==> config.mk <==
export PLATFORM = sky130hd
export DESIGN_NAME = tp_link_driver
export DESIGN_NICKNAME = d
export VERILOG_FILES = /design/src/rtl/tp_link_driver.sv
export SDC_FILE = /design/constraint.sdc
export NUM_CORES = 1
export LEC_CHECK = 0
export BUFFER_PORTS_ARGS = -buffer_cell sky130_fd_sc_hd__buf_2
export CORE_UTILIZATION = 55
export DETAILED_ROUTE_END_ITERATION = 12
export PLACE_DENSITY = 0.81
export SKIP_LAST_GASP = 1
export SYNTH_ARGS = -nofsm -noshare
export SYNTH_HDL_FRONTEND = slang
export SYNTH_HIERARCHICAL = 1
export SYNTH_SLANG_ARGS = --single-unit
==> constraint.sdc <==
create_clock -name clk -period 6 [get_ports clk]
set_input_delay 0.9 -clock clk [delete_from_list [all_inputs] [get_ports clk]]
set_output_delay 0.9 -clock clk [all_outputs]
set_load 0.005 [all_outputs]
==> src/rtl/tp_link_driver.sv <==
// tp_link_driver: clocked source for a two-phase dual-rail async link, one token per buffered word.
// Latency: a word pushed at edge E launches at E+1 from IDLE; next launch waits SYNC_STAGES+2 cycles plus ack delay.
// Backpressure: ready_o drops when the FIFO holds DEPTH words; the link is paced by the toggling ack_i.

// tp_link_fifo: generic word FIFO exposing its occupancy to the consumer.
// Latency: push at edge E is visible in o_count and o_pop_dat right after E.
// Backpressure: o_push_rdy low when full; i_pop_rdy must only be raised with o_count != 0.
module tp_link_fifo #(
    parameter int WIDTH = 1,
    parameter int DEPTH = 4
) (
    input  logic                       clk,
    input  logic                       rst,
    input  logic                       i_push_vld,
    input  logic [WIDTH-1:0]           i_push_dat,
    output logic                       o_push_rdy,
    input  logic                       i_pop_rdy,
    output logic [WIDTH-1:0]           o_pop_dat,
    output logic [$clog2(DEPTH):0]     o_count
);
    localparam int AW = $clog2(DEPTH);
    localparam logic [AW:0] FULL_CNT = (AW+1)'(DEPTH);

    logic [WIDTH-1:0] r_mem [DEPTH];
    logic [AW-1:0]    r_wptr;
    logic [AW-1:0]    r_rptr;
    logic [AW:0]      r_count;
    logic             w_push;

    assign o_push_rdy = (r_count != FULL_CNT);
    assign w_push     = i_push_vld & o_push_rdy;
    assign o_pop_dat  = r_mem[r_rptr];
    assign o_count    = r_count;

    // Storage array: written on accepted pushes, contents need no reset.
    always_ff @(posedge clk) begin
        if (w_push) begin
            r_mem[r_wptr] <= i_push_dat;
        end
    end

    // Pointers and occupancy; simultaneous push and pop leave the count unchanged.
    always_ff @(posedge clk or posedge rst) begin
        if (rst) begin
            r_wptr  <= '0;
            r_rptr  <= '0;
            r_count <= '0;
        end else begin
            if (w_push) begin
                r_wptr <= r_wptr + AW'(1);
            end
            if (i_pop_rdy) begin
                r_rptr <= r_rptr + AW'(1);
            end
            case ({w_push, i_pop_rdy})
                2'b10:   r_count <= r_count + (AW+1)'(1);
                2'b01:   r_count <= r_count - (AW+1)'(1);
                default: r_count <= r_count;
            endcase
        end
    end
endmodule

module tp_link_driver #(
    parameter int WIDTH       = 1,
    parameter int DEPTH       = 4,
    parameter int SYNC_STAGES = 2,
    parameter int TIMEOUT     = 0
) (
    input  logic                  clk,
    input  logic                  rst,
    input  logic [WIDTH-1:0]      data_i,
    input  logic                  valid_i,
    output logic                  ready_o,
    output logic [WIDTH-1:0][1:0] out,
    input  logic                  ack_i,
    output logic                  busy_o,
    output logic                  timeout_o,
    output logic                  proto_err_o
);
    localparam int TCW = (TIMEOUT < 1) ? 1 : $clog2(TIMEOUT + 1);
    localparam logic [TCW-1:0] TMAX = TCW'(TIMEOUT);
    localparam logic [TCW-1:0] TONE = TCW'(1);

    typedef enum logic {S_IDLE, S_WAIT_ACK} state_t;

    state_t                  r_state;
    state_t                  w_state_nxt;
    logic                    w_pop;
    logic [WIDTH-1:0]        w_head;
    logic [$clog2(DEPTH):0]  w_count;
    logic [WIDTH-1:0][1:0]   w_mask;
    logic [WIDTH-1:0][1:0]   r_rails;
    logic [SYNC_STAGES-1:0]  r_ack_sync;
    logic                    w_ack_s;
    logic                    r_phase;
    logic [TCW-1:0]          r_tcnt;
    logic                    r_timeout;
    logic                    r_proto_err;

    tp_link_fifo #(.WIDTH(WIDTH), .DEPTH(DEPTH)) u_fifo (
        .clk        (clk),
        .rst        (rst),
        .i_push_vld (valid_i),
        .i_push_dat (data_i),
        .o_push_rdy (ready_o),
        .i_pop_rdy  (w_pop),
        .o_pop_dat  (w_head),
        .o_count    (w_count)
    );

    // ack_i is asynchronous; only the last synchronizer flop is used by the logic.
    always_ff @(posedge clk or posedge rst) begin
        if (rst) begin
            r_ack_sync <= '0;
        end else begin
            r_ack_sync <= {r_ack_sync[SYNC_STAGES-2:0], ack_i};
        end
    end
    assign w_ack_s = r_ack_sync[SYNC_STAGES-1];

    // State register.
    always_ff @(posedge clk or posedge rst) begin
        if (rst) begin
            r_state <= S_IDLE;
        end else begin
            r_state <= w_state_nxt;
        end
    end

    // Next state and pop: launch from IDLE whenever a word is buffered, wait for ack to match phase.
    always_comb begin
        w_state_nxt = r_state;
        w_pop       = 1'b0;
        case (r_state)
            S_IDLE: begin
                if (w_count != '0) begin
                    w_pop       = 1'b1;
                    w_state_nxt = S_WAIT_ACK;
                end
            end
            S_WAIT_ACK: begin
                if (w_ack_s == r_phase) begin
                    w_state_nxt = S_IDLE;
                end
            end
            default: w_state_nxt = S_IDLE;
        endcase
    end

    // Toggle mask: bit value 1 toggles the true rail, 0 toggles the false rail.
    always_comb begin
        w_mask = '0;
        for (int b = 0; b < WIDTH; b++) begin
            w_mask[b] = w_head[b] ? 2'b10 : 2'b01;
        end
    end

    // Rails, phase, timeout counter and sticky flags.
    always_ff @(posedge clk or posedge rst) begin
        if (rst) begin
            r_rails     <= '0;
            r_phase     <= 1'b0;
            r_tcnt      <= '0;
            r_timeout   <= 1'b0;
            r_proto_err <= 1'b0;
        end else begin
            if (w_pop) begin
                r_rails <= r_rails ^ w_mask;
                r_phase <= ~r_phase;
                r_tcnt  <= '0;
            end
            // An ack edge with nothing outstanding is a receiver fault; launching continues.
            if ((r_state == S_IDLE) && (w_ack_s != r_phase)) begin
                r_proto_err <= 1'b1;
            end
            // Count waiting cycles, saturating at TIMEOUT; the flag sets when the count reaches it.
            if ((r_state == S_WAIT_ACK) && (w_ack_s != r_phase) && (r_tcnt != TMAX)) begin
                r_tcnt <= r_tcnt + TONE;
                if ((TIMEOUT != 0) && (r_tcnt == (TMAX - TONE))) begin
                    r_timeout <= 1'b1;
                end
            end
        end
    end

    assign out         = r_rails;
    assign busy_o      = (r_state == S_WAIT_ACK) | (w_count != '0);
    assign timeout_o   = r_timeout;
    assign proto_err_o = r_proto_err;
endmodule

# Word-level counts from Yosys, hierarchy flattened
# Memory sizes are Yosys's and may differ from the RTL's.
# Index checks and enable logic that the tools add are counted.
# word_totals
ram_bits,4
input_bits,5
mem_count,1
elab_cells,34
register_bits,14
# classes
bitwise,5
mux,8
reduce_logical,3
addsub,4
n_eq_ne,5
# mem_list
memory,depth,width,rd,rd_clocked_by_memory_dff,write_ports,line_no,text
u_fifo.r_mem,4,1,1,0,1,24,logic [WIDTH-1:0] r_mem [DEPTH];
# ops
operator,count
$pmux W3 S2,1
$mux W1,5
$add A2 B1 Y2 const B,2
$add A3 B1 Y3 const B,1
$ne A3 B3 Y1 const B,1
$reduce_bool A3 Y1,1
$sub A3 B1 Y3 const B,1
$eq A2 B1 Y1 const B,1
$eq A2 B2 Y1 const B,1
$mux W2,1
$not A1 Y1,2
$pmux W1 S2,1
$reduce_bool A2 Y1,1
$xor A2 B2 Y2,1
$and A1 B1 Y1,1
$eq A1 B1 Y1,1
$logic_and A1 B1 Y1,1
$ne A1 B1 Y1,1
$or A1 B1 Y1,1

# Longest topological paths before layout
# Gate-level depths: netlist of the first run.
# logic_depth
word_depth,5
mapped_depth,9

# Cells and area by module
# Netlist of the first run, hierarchy kept.
# modules_own_cells
module,area_each_um2,seq_area_each_um2,cells_each,n_inst
tp_link_fifo,565.5,295.3,40,1
tp_link_driver,272.8,175.2,21,1

# Least setup slack after synthesis of the first run
# OpenSTA, ideal clock, no wires.
# synth_path
kind,input-to-reg
startpoint,input port valid_i
endpoint,register u_fifo.r_count[2] (netlist: u_fifo/o_count[2])
setup_slack_ps,3905
path_buffers,0
cell_stages,7
arrival_ps,1969
setup_time_ps,125
cell_sequence,and2_4 > inv_2 > ha_1 > fa_1 > xnor2_1 > nor2_1 > xor2_1
# synth_between
elab_chain_cells,3
elab_cells_between_ends,5
classes_between,eq/ne (2); mux (1); bitwise (1); reduce/logical (1)
# synth_lines
item,line_no,text
start: declaration,73,"input logic valid_i,"
$and A1 B1 Y1 (*),31,assign w_push = i_push_vld & o_push_rdy;
$eq A2 B1 Y1 / $eq A2 B2 Y1 (equally long branches),55,"case ({w_push, i_pop_rdy})"
$pmux W3 S2 / $reduce_bool A2 Y1 (equally long branches),n/a,
end signal: assignment,56,2'b10: r_count <= r_count + (AW+1)'(1);
end signal: assignment,57,2'b01: r_count <= r_count - (AW+1)'(1);
end signal: assignment,58,default: r_count <= r_count;
end: declaration,27,logic [AW:0] r_count;
# Every way passes the cells marked *; elsewhere a longest branch is shown, timed or not.
# A chain may end at the register's enable or synchronous reset.

# Worst setup path after layout of the first run
# layout_path
startpoint,register u_fifo.r_count[1] (netlist: u_fifo/o_count[1])
endpoint,output port ready_o
# layout_between
elab_chain_cells,1
# layout_lines
item,line_no,text
$ne A3 B3 Y1,30,assign o_push_rdy = (r_count != FULL_CNT);
end: declaration,74,"output logic ready_o,"
# Every way passes these cells.

==> results.sh, run 1 <==
export IMPL_status="finished clean"
export IMPL_ios=11
export IMPL_dp_hpwl_um=908.5
export IMPL_ys_warn_count=8
export IMPL_synth_edf_count=4
export IMPL_drt_iter0_drc=4
export IMPL_skew_ps=1.745
export IMPL_clk_pin_slew_ps=100
export IMPL_dr_pass1_iters=2
export IMPL_io_buffers=9
export IMPL_cts_tree="built"
export IMPL_grt_usage=0.1743
export IMPL_clkLatencyLatePin_ps=280
export IMPL_holdPathStages=0
export IMPL_antenna_found_initial=0
export IMPL_grt_pass1_vias=403
export IMPL_worst_path_max_fanout=7
export IMPL_grt_first_pass_wirelength_mm=1.766
export IMPL_yosys_area_top_type_share=0.4179
export IMPL_ant_nets=0
export IMPL_cp_data_required_time_ps=5100
export IMPL_start_util=0.6136
export IMPL_fmax_ghz=0.4393
export IMPL_nNetsFinal=84
export IMPL_max_cap_violations=0
export IMPL_synth_commonest_cells="14 x dfrtp_1, 5 x ha_1, 5 x xor2_1"
export IMPL_synth_cell_type_count=28
export IMPL_p_per_area_nw_per_um2=508.9
export IMPL_cts_root_buf="clkbuf_4"
export IMPL_gp_congestion=0.7179
export IMPL_r2r_cells=6
export IMPL_clockBufferDepth=2
export IMPL_syn_area_per_cell_um2=13.74
export IMPL_synth_top_cells_by_area="dfrtp_1 42%, edfxtp_1 14%, ha_1 7.5%"
export IMPL_timing_hold_ws_ps=367.1
export IMPL_crit_chain="or3b_1 > buf_2"
export IMPL_cp_slowest_cell="or3b_1"
export IMPL_post_cts_resized=0
export IMPL_critical_path_class="register to output port"
export IMPL_fin_ws_ps=3724
export IMPL_synthArstFlopShare=0.7778
export IMPL_design_core_area_um2=1366
export IMPL_hold_viol=0
export IMPL_drive_above_1_share=0.3194
export IMPL_rows=13
export IMPL_h_tree_depth=1
export IMPL_tns_ps=0
export IMPL_holdCritPathClass="register to register"
export IMPL_cts_setup_buffers=0
export IMPL_cp_data_arrival_time_ps=1380
export IMPL_die_h_um=41.04
export IMPL_ys_flop_type="dfrtp_1"
export IMPL_grt_start_max_net_pins=11
export IMPL_total_power_uw=468.0
export IMPL_cts_made_buffers=3
export IMPL_vdd_ir_drop_max_mv=0.2771
export IMPL_finalCritPeriodShare=0.3794
export IMPL_crit_path_end_kind="output port"
export IMPL_setup_viol=0
export IMPL_dieWidth_um=41.04
export IMPL_postSynthCellCount=61
export IMPL_yosysSeqAreaShare=0.5612
export IMPL_dp_slack_ps=3703
export IMPL_grt_overflow_total=0
export IMPL_synth_seq_cells=18
export IMPL_yosysMostFrequentCell="dfrtp_1"
export IMPL_fillers=118
export IMPL_p_leak_nw=0.4255
export IMPL_yosys_area_top_type="dfrtp_1"
export IMPL_cts_hold_buf=0
export IMPL_period_needed_ps=2276
export IMPL_netlist_area_um2=838.3
export IMPL_wl_per_cell_um=13.13
export IMPL_area_delta_synth_final_pct=9.701
export IMPL_viasPerCell=5.023
export IMPL_worstSetupStartpointType="register"
export IMPL_vias=437
export IMPL_wirelength_mm=1.142
export IMPL_clock_sinks=18
export IMPL_slew_violations=0
export IMPL_drc=0
export IMPL_synth_nets=72
export IMPL_die_area_um2=1684
export IMPL_rsz0062_at_grt="no"
export IMPL_diodes=0
export IMPL_cpPeakStageDelay_ps=490
export IMPL_fin_util=0.6731
==> final timing paths <==
| kind | start | endpoint | slack, ps |
|---|---|---|---|
| max in group asynchronous | rst | proto_err_o$_DFFE_PP0P_ | 5230 |
| min | r_ack_sync[0]$_DFF_PP0_ | r_ack_sync[1]$_DFF_PP0_ | 370 |
| max reg2reg | u_fifo/o_count[1]$_DFFE_PP0P_ | u_fifo/o_count[1]$_DFFE_PP0P_ | 3820 |
| min in group asynchronous | rst | u_fifo/r_rptr[1]$_DFFE_PP0P_ | 540 |
| max | u_fifo/o_count[1]$_DFFE_PP0P_ | ready_o | 3720 |
| min reg2reg | r_ack_sync[0]$_DFF_PP0_ | r_ack_sync[1]$_DFF_PP0_ | 370 |
==> cell families (layout without fill, tap and decap cells) <==
kind of cell	after synthesis	in the layout	share of synthesized area
AOI/OAI and AO/OA	3	3	0.02837
xor gates and xnor gates	10	10	0.1134
adders and majority gates	6	6	0.09851
buffers and inverters	7	18	0.04477
DFF	18	18	0.5612
muxes	2	2	0.04030
other	1	1	0.004473
and+or+nand+nor	14	14	0.1090
==> cell type report <==
type                            instances  area, um2  area share
Clock buffer                            4      36.28     0.03946
Inverter                                5      18.77     0.02041
Multi-Input combinational cell         36      330.3      0.3592
Sequential cell                        18      470.5      0.5116
Tap cell                               15      18.77     0.02041
Timing Repair Buffer                    9      45.04     0.04898
==> report_power, final <==
part	switching (mW)	internal (mW)	total, mW
clock network	0.0351	0.0369	0.0720
registers	0.0401	0.174	0.214
logic	0.0854	0.0970	0.182
total	0.161	0.307	0.468
==> metal layers <==
metal | track usage | routed length [um] | up-vias
li1 | - | - | 219
met1 | 0.2083 | 557 | 212
met2 | 0.2891 | 553 | 4
met3 | 0.03261 | 17 | 2
met4 | 0.1000 | 14 | 0
met5 | 0 | 0 | -
==> through the flow <==
stage / area [um2] / instances
detailed placement: 883.3 / 83
CTS: 919.6 / 87
finish: 919.6 / 87
global route: 919.6 / 87
global placement: 883.3 / 83
floorplan: 838.3 / 61
==> critical path, delay by kind of cell (launching register included) <==
family	cells	cell delay [ps]
buffers and inverters	1	170
AND/OR/NAND/NOR	1	490
flip-flops	1	440
==> placed cells by master (no fill, tap or decap), drive strengths merged, types with 2 or more instances in the layout <==
master  count
dfrtp      14
buf         9
xor2        5
ha          5
xnor2       5
inv         5
edfxtp      4
clkbuf      4
and3        4
nor2        2
nor3        2
==> flip-flops by register name, indices dropped and copies added, names as in the netlist <==
register and flops:
u_fifo/r_mem 4, u_fifo/o_count 3, out 2, r_ack_sync 2, u_fifo/r_rptr 2, u_fifo/r_wptr 2, proto_err_o 1, r_phase 1
r_state 1
Note: power is estimated with default switching activity, not from simulation.
==> run 2: changes to the inputs <==
CORE_UTILIZATION = 49   (was 55)
PLACE_DENSITY = 0.76   (was 0.81)
clock period = 1.9 ns   (was 6 ns; I/O delays follow)
==> run 2 against run 1 <==
Effect of this change: the flow now finishes with violations (design-rule violations, negative setup slack); critical path depth increased by 4; sequential cell count unchanged; die area increased by 12%; clock power increased to 2.6 times the previous value.
==> results.sh, run 2 (same netlist as run 1, synthesis figures left out) <==
export IMPL_fin_ws_ps=-3.867
export IMPL_setup_viol=1
export IMPL_status="finished, violations left"
export IMPL_diodes=0
export IMPL_failed_checks="design-rule violations, negative setup slack"
export IMPL_clkLatencyLatePin_ps=280
export IMPL_clock_sinks=18
export IMPL_wl_per_cell_um=12.55
export IMPL_vias=484
export IMPL_period_needed_ps=1904
export IMPL_p_leak_nw=0.4755
export IMPL_holdPathStages=1
export IMPL_min_delay_start="ack_i"
export IMPL_grt_start_max_net_pins=11
export IMPL_dp_slack_ps=3.287
export IMPL_drt_iter0_drc=4
export IMPL_cp_data_required_time_ps=2080
export IMPL_rsz0062_at_grt="yes"
export IMPL_clockBufferDepth=2
export IMPL_design_core_area_um2=1559
export IMPL_cts_made_buffers=3
export IMPL_worst_path_max_fanout=2
export IMPL_max_cap_violations=0
export IMPL_h_tree_depth=1
export IMPL_rows=14
export IMPL_skew_ps=4.331
export IMPL_nNetsFinal=95
export IMPL_die_area_um2=1880
export IMPL_crit_path_end_kind="register"
export IMPL_drc=1
export IMPL_crit_start="u_fifo/o_count[0]$_DFFE_PP0P_"
export IMPL_finalCritPeriodShare=1.002
export IMPL_total_power_mw=1.642
export IMPL_cts_root_buf="clkbuf_4"
export IMPL_clk_pin_slew_ps=100
export IMPL_cts_tree="built"
export IMPL_area_delta_synth_final_pct=22.54
export IMPL_crit_chain="or3b_1 > and2_4 > inv_4 > ha_4 > fa_2 > mux2_2"
export IMPL_grt_pass1_vias=509
export IMPL_final_common_cell="dfrtp_1"
export IMPL_p_per_area_nw_per_um2=1598
export IMPL_hold_viol=0
export IMPL_dr_pass1_iters=8
export IMPL_vdd_ir_drop_max_mv=0.9759
export IMPL_antenna_found_initial=0
export IMPL_grt_first_pass_wirelength_mm=2.201
export IMPL_grt_usage=0.1680
export IMPL_holdCritPathClass="input port to register"
export IMPL_critical_path_class="register to register"
export IMPL_viasPerCell=4.889
export IMPL_r2r_cells=6
export IMPL_largest_register="u_fifo/r_mem"
export IMPL_drive_above_1_share=0.4217
export IMPL_worstSetupStartpointType="register"
export IMPL_ios=11
export IMPL_largest_reg_flops=4
export IMPL_cpPeakStageDelay_ps=410
export IMPL_ant_nets=0
export IMPL_cp_data_arrival_time_ps=2080
export IMPL_wirelength_mm=1.242
export IMPL_slew_violations=0
export IMPL_cp_slowest_cell="fa_2"
export IMPL_fmax_ghz=0.5252
export IMPL_dieWidth_um=43.36
export IMPL_dp_hpwl_um=985.8
export IMPL_final_cell_mix="14 x dfrtp_1, 10 x buf_4, 9 x buf_2, 5 x xor2_1"
export IMPL_die_h_um=43.36
export IMPL_gp_congestion=0.6372
export IMPL_grt_overflow_total=0
export IMPL_start_util=0.5377
export IMPL_r2r_start="u_fifo/o_count[0]$_DFFE_PP0P_"
export IMPL_io_buffers=9
==> run 2: cell count changes in the layout (fill, tap and decap cells not counted), sizes merged <==
cell and delta:
buf +10, dlygate4sd3 +1
==> run 2: path summary, 6_finish.rpt <==
check | slack, ps | to
max | -4 | u_fifo/o_count[1]$_DFFE_PP0P_
min | 110 | r_ack_sync[0]$_DFF_PP0_
max reg2reg | -4 | u_fifo/o_count[1]$_DFFE_PP0P_
min reg2reg | 360 | r_ack_sync[1]$_DFF_PP0_
max in group asynchronous | 1210 | r_state$_DFF_PP0_
min in group asynchronous | 470 | u_fifo/o_count[0]$_DFFE_PP0P_
==> run 2: timing repair <==
| item | 4_1_cts | 5_1_grt |
|---|---|---|
| hold endpoints to repair | 14 | 0 |
| buffers inserted | 1 | 2 |
| cloned | 0 | 0 |
| hold buffers | 1 | 0 |
| resized for setup | 0 | 5 |
| pin swaps | 1 | 4 |
| setup endpoints to repair | 1 | 2 |
==> run 2: layout make-up <==
cell class | instances | area, um2
Fill cell | 113 | 531.8
Sequential cell | 18 | 470.5
Multi-Input combinational cell | 36 | 359.1
Timing Repair Buffer | 20 | 130.1
Clock buffer | 4 | 26.28
Inverter | 5 | 21.27
Tap cell | 16 | 20.02
==> run 2: report_power, final <==
part | internal, mW | switching (mW)
combinational | 0.453 | 0.350
sequential | 0.548 | 0.102
clock | 0.0815 | 0.107
total | 1.08 | 0.559
==> run 2: per-stage QoR <==
step	instances	hold slack (ps)	util	TNS, ps	instance area (um2)
global placement	91	227.4	0.6091	0	949.7
CTS	97	95.32	0.6372	0	993.5
detailed placement	91	232.4	0.6091	0	949.7
global route	99	88.08	0.6589	-60.27	1027
finish	99	107.0	0.6589	-3.867	1027
floorplan	61	88.40	-	-136.9	850.8
==> run 2: worst max-delay path: cells and delay by family (launching register included) <==
family                     cells  cell delay [ps]
and+or+nand+nor                2              570
adders and majority gates      2              530
DFF                            1              380
muxes                          1              260
buffers and inverters          1               50
==> run 2: routing by layer <==
layer,global-route usage,part of all wire,up-vias
met5,0,0,-
met4,0.1125,0.014,0
met3,0.03750,0.029,2
met2,0.2758,0.51,8
met1,0.1977,0.45,231
li1,-,-,243
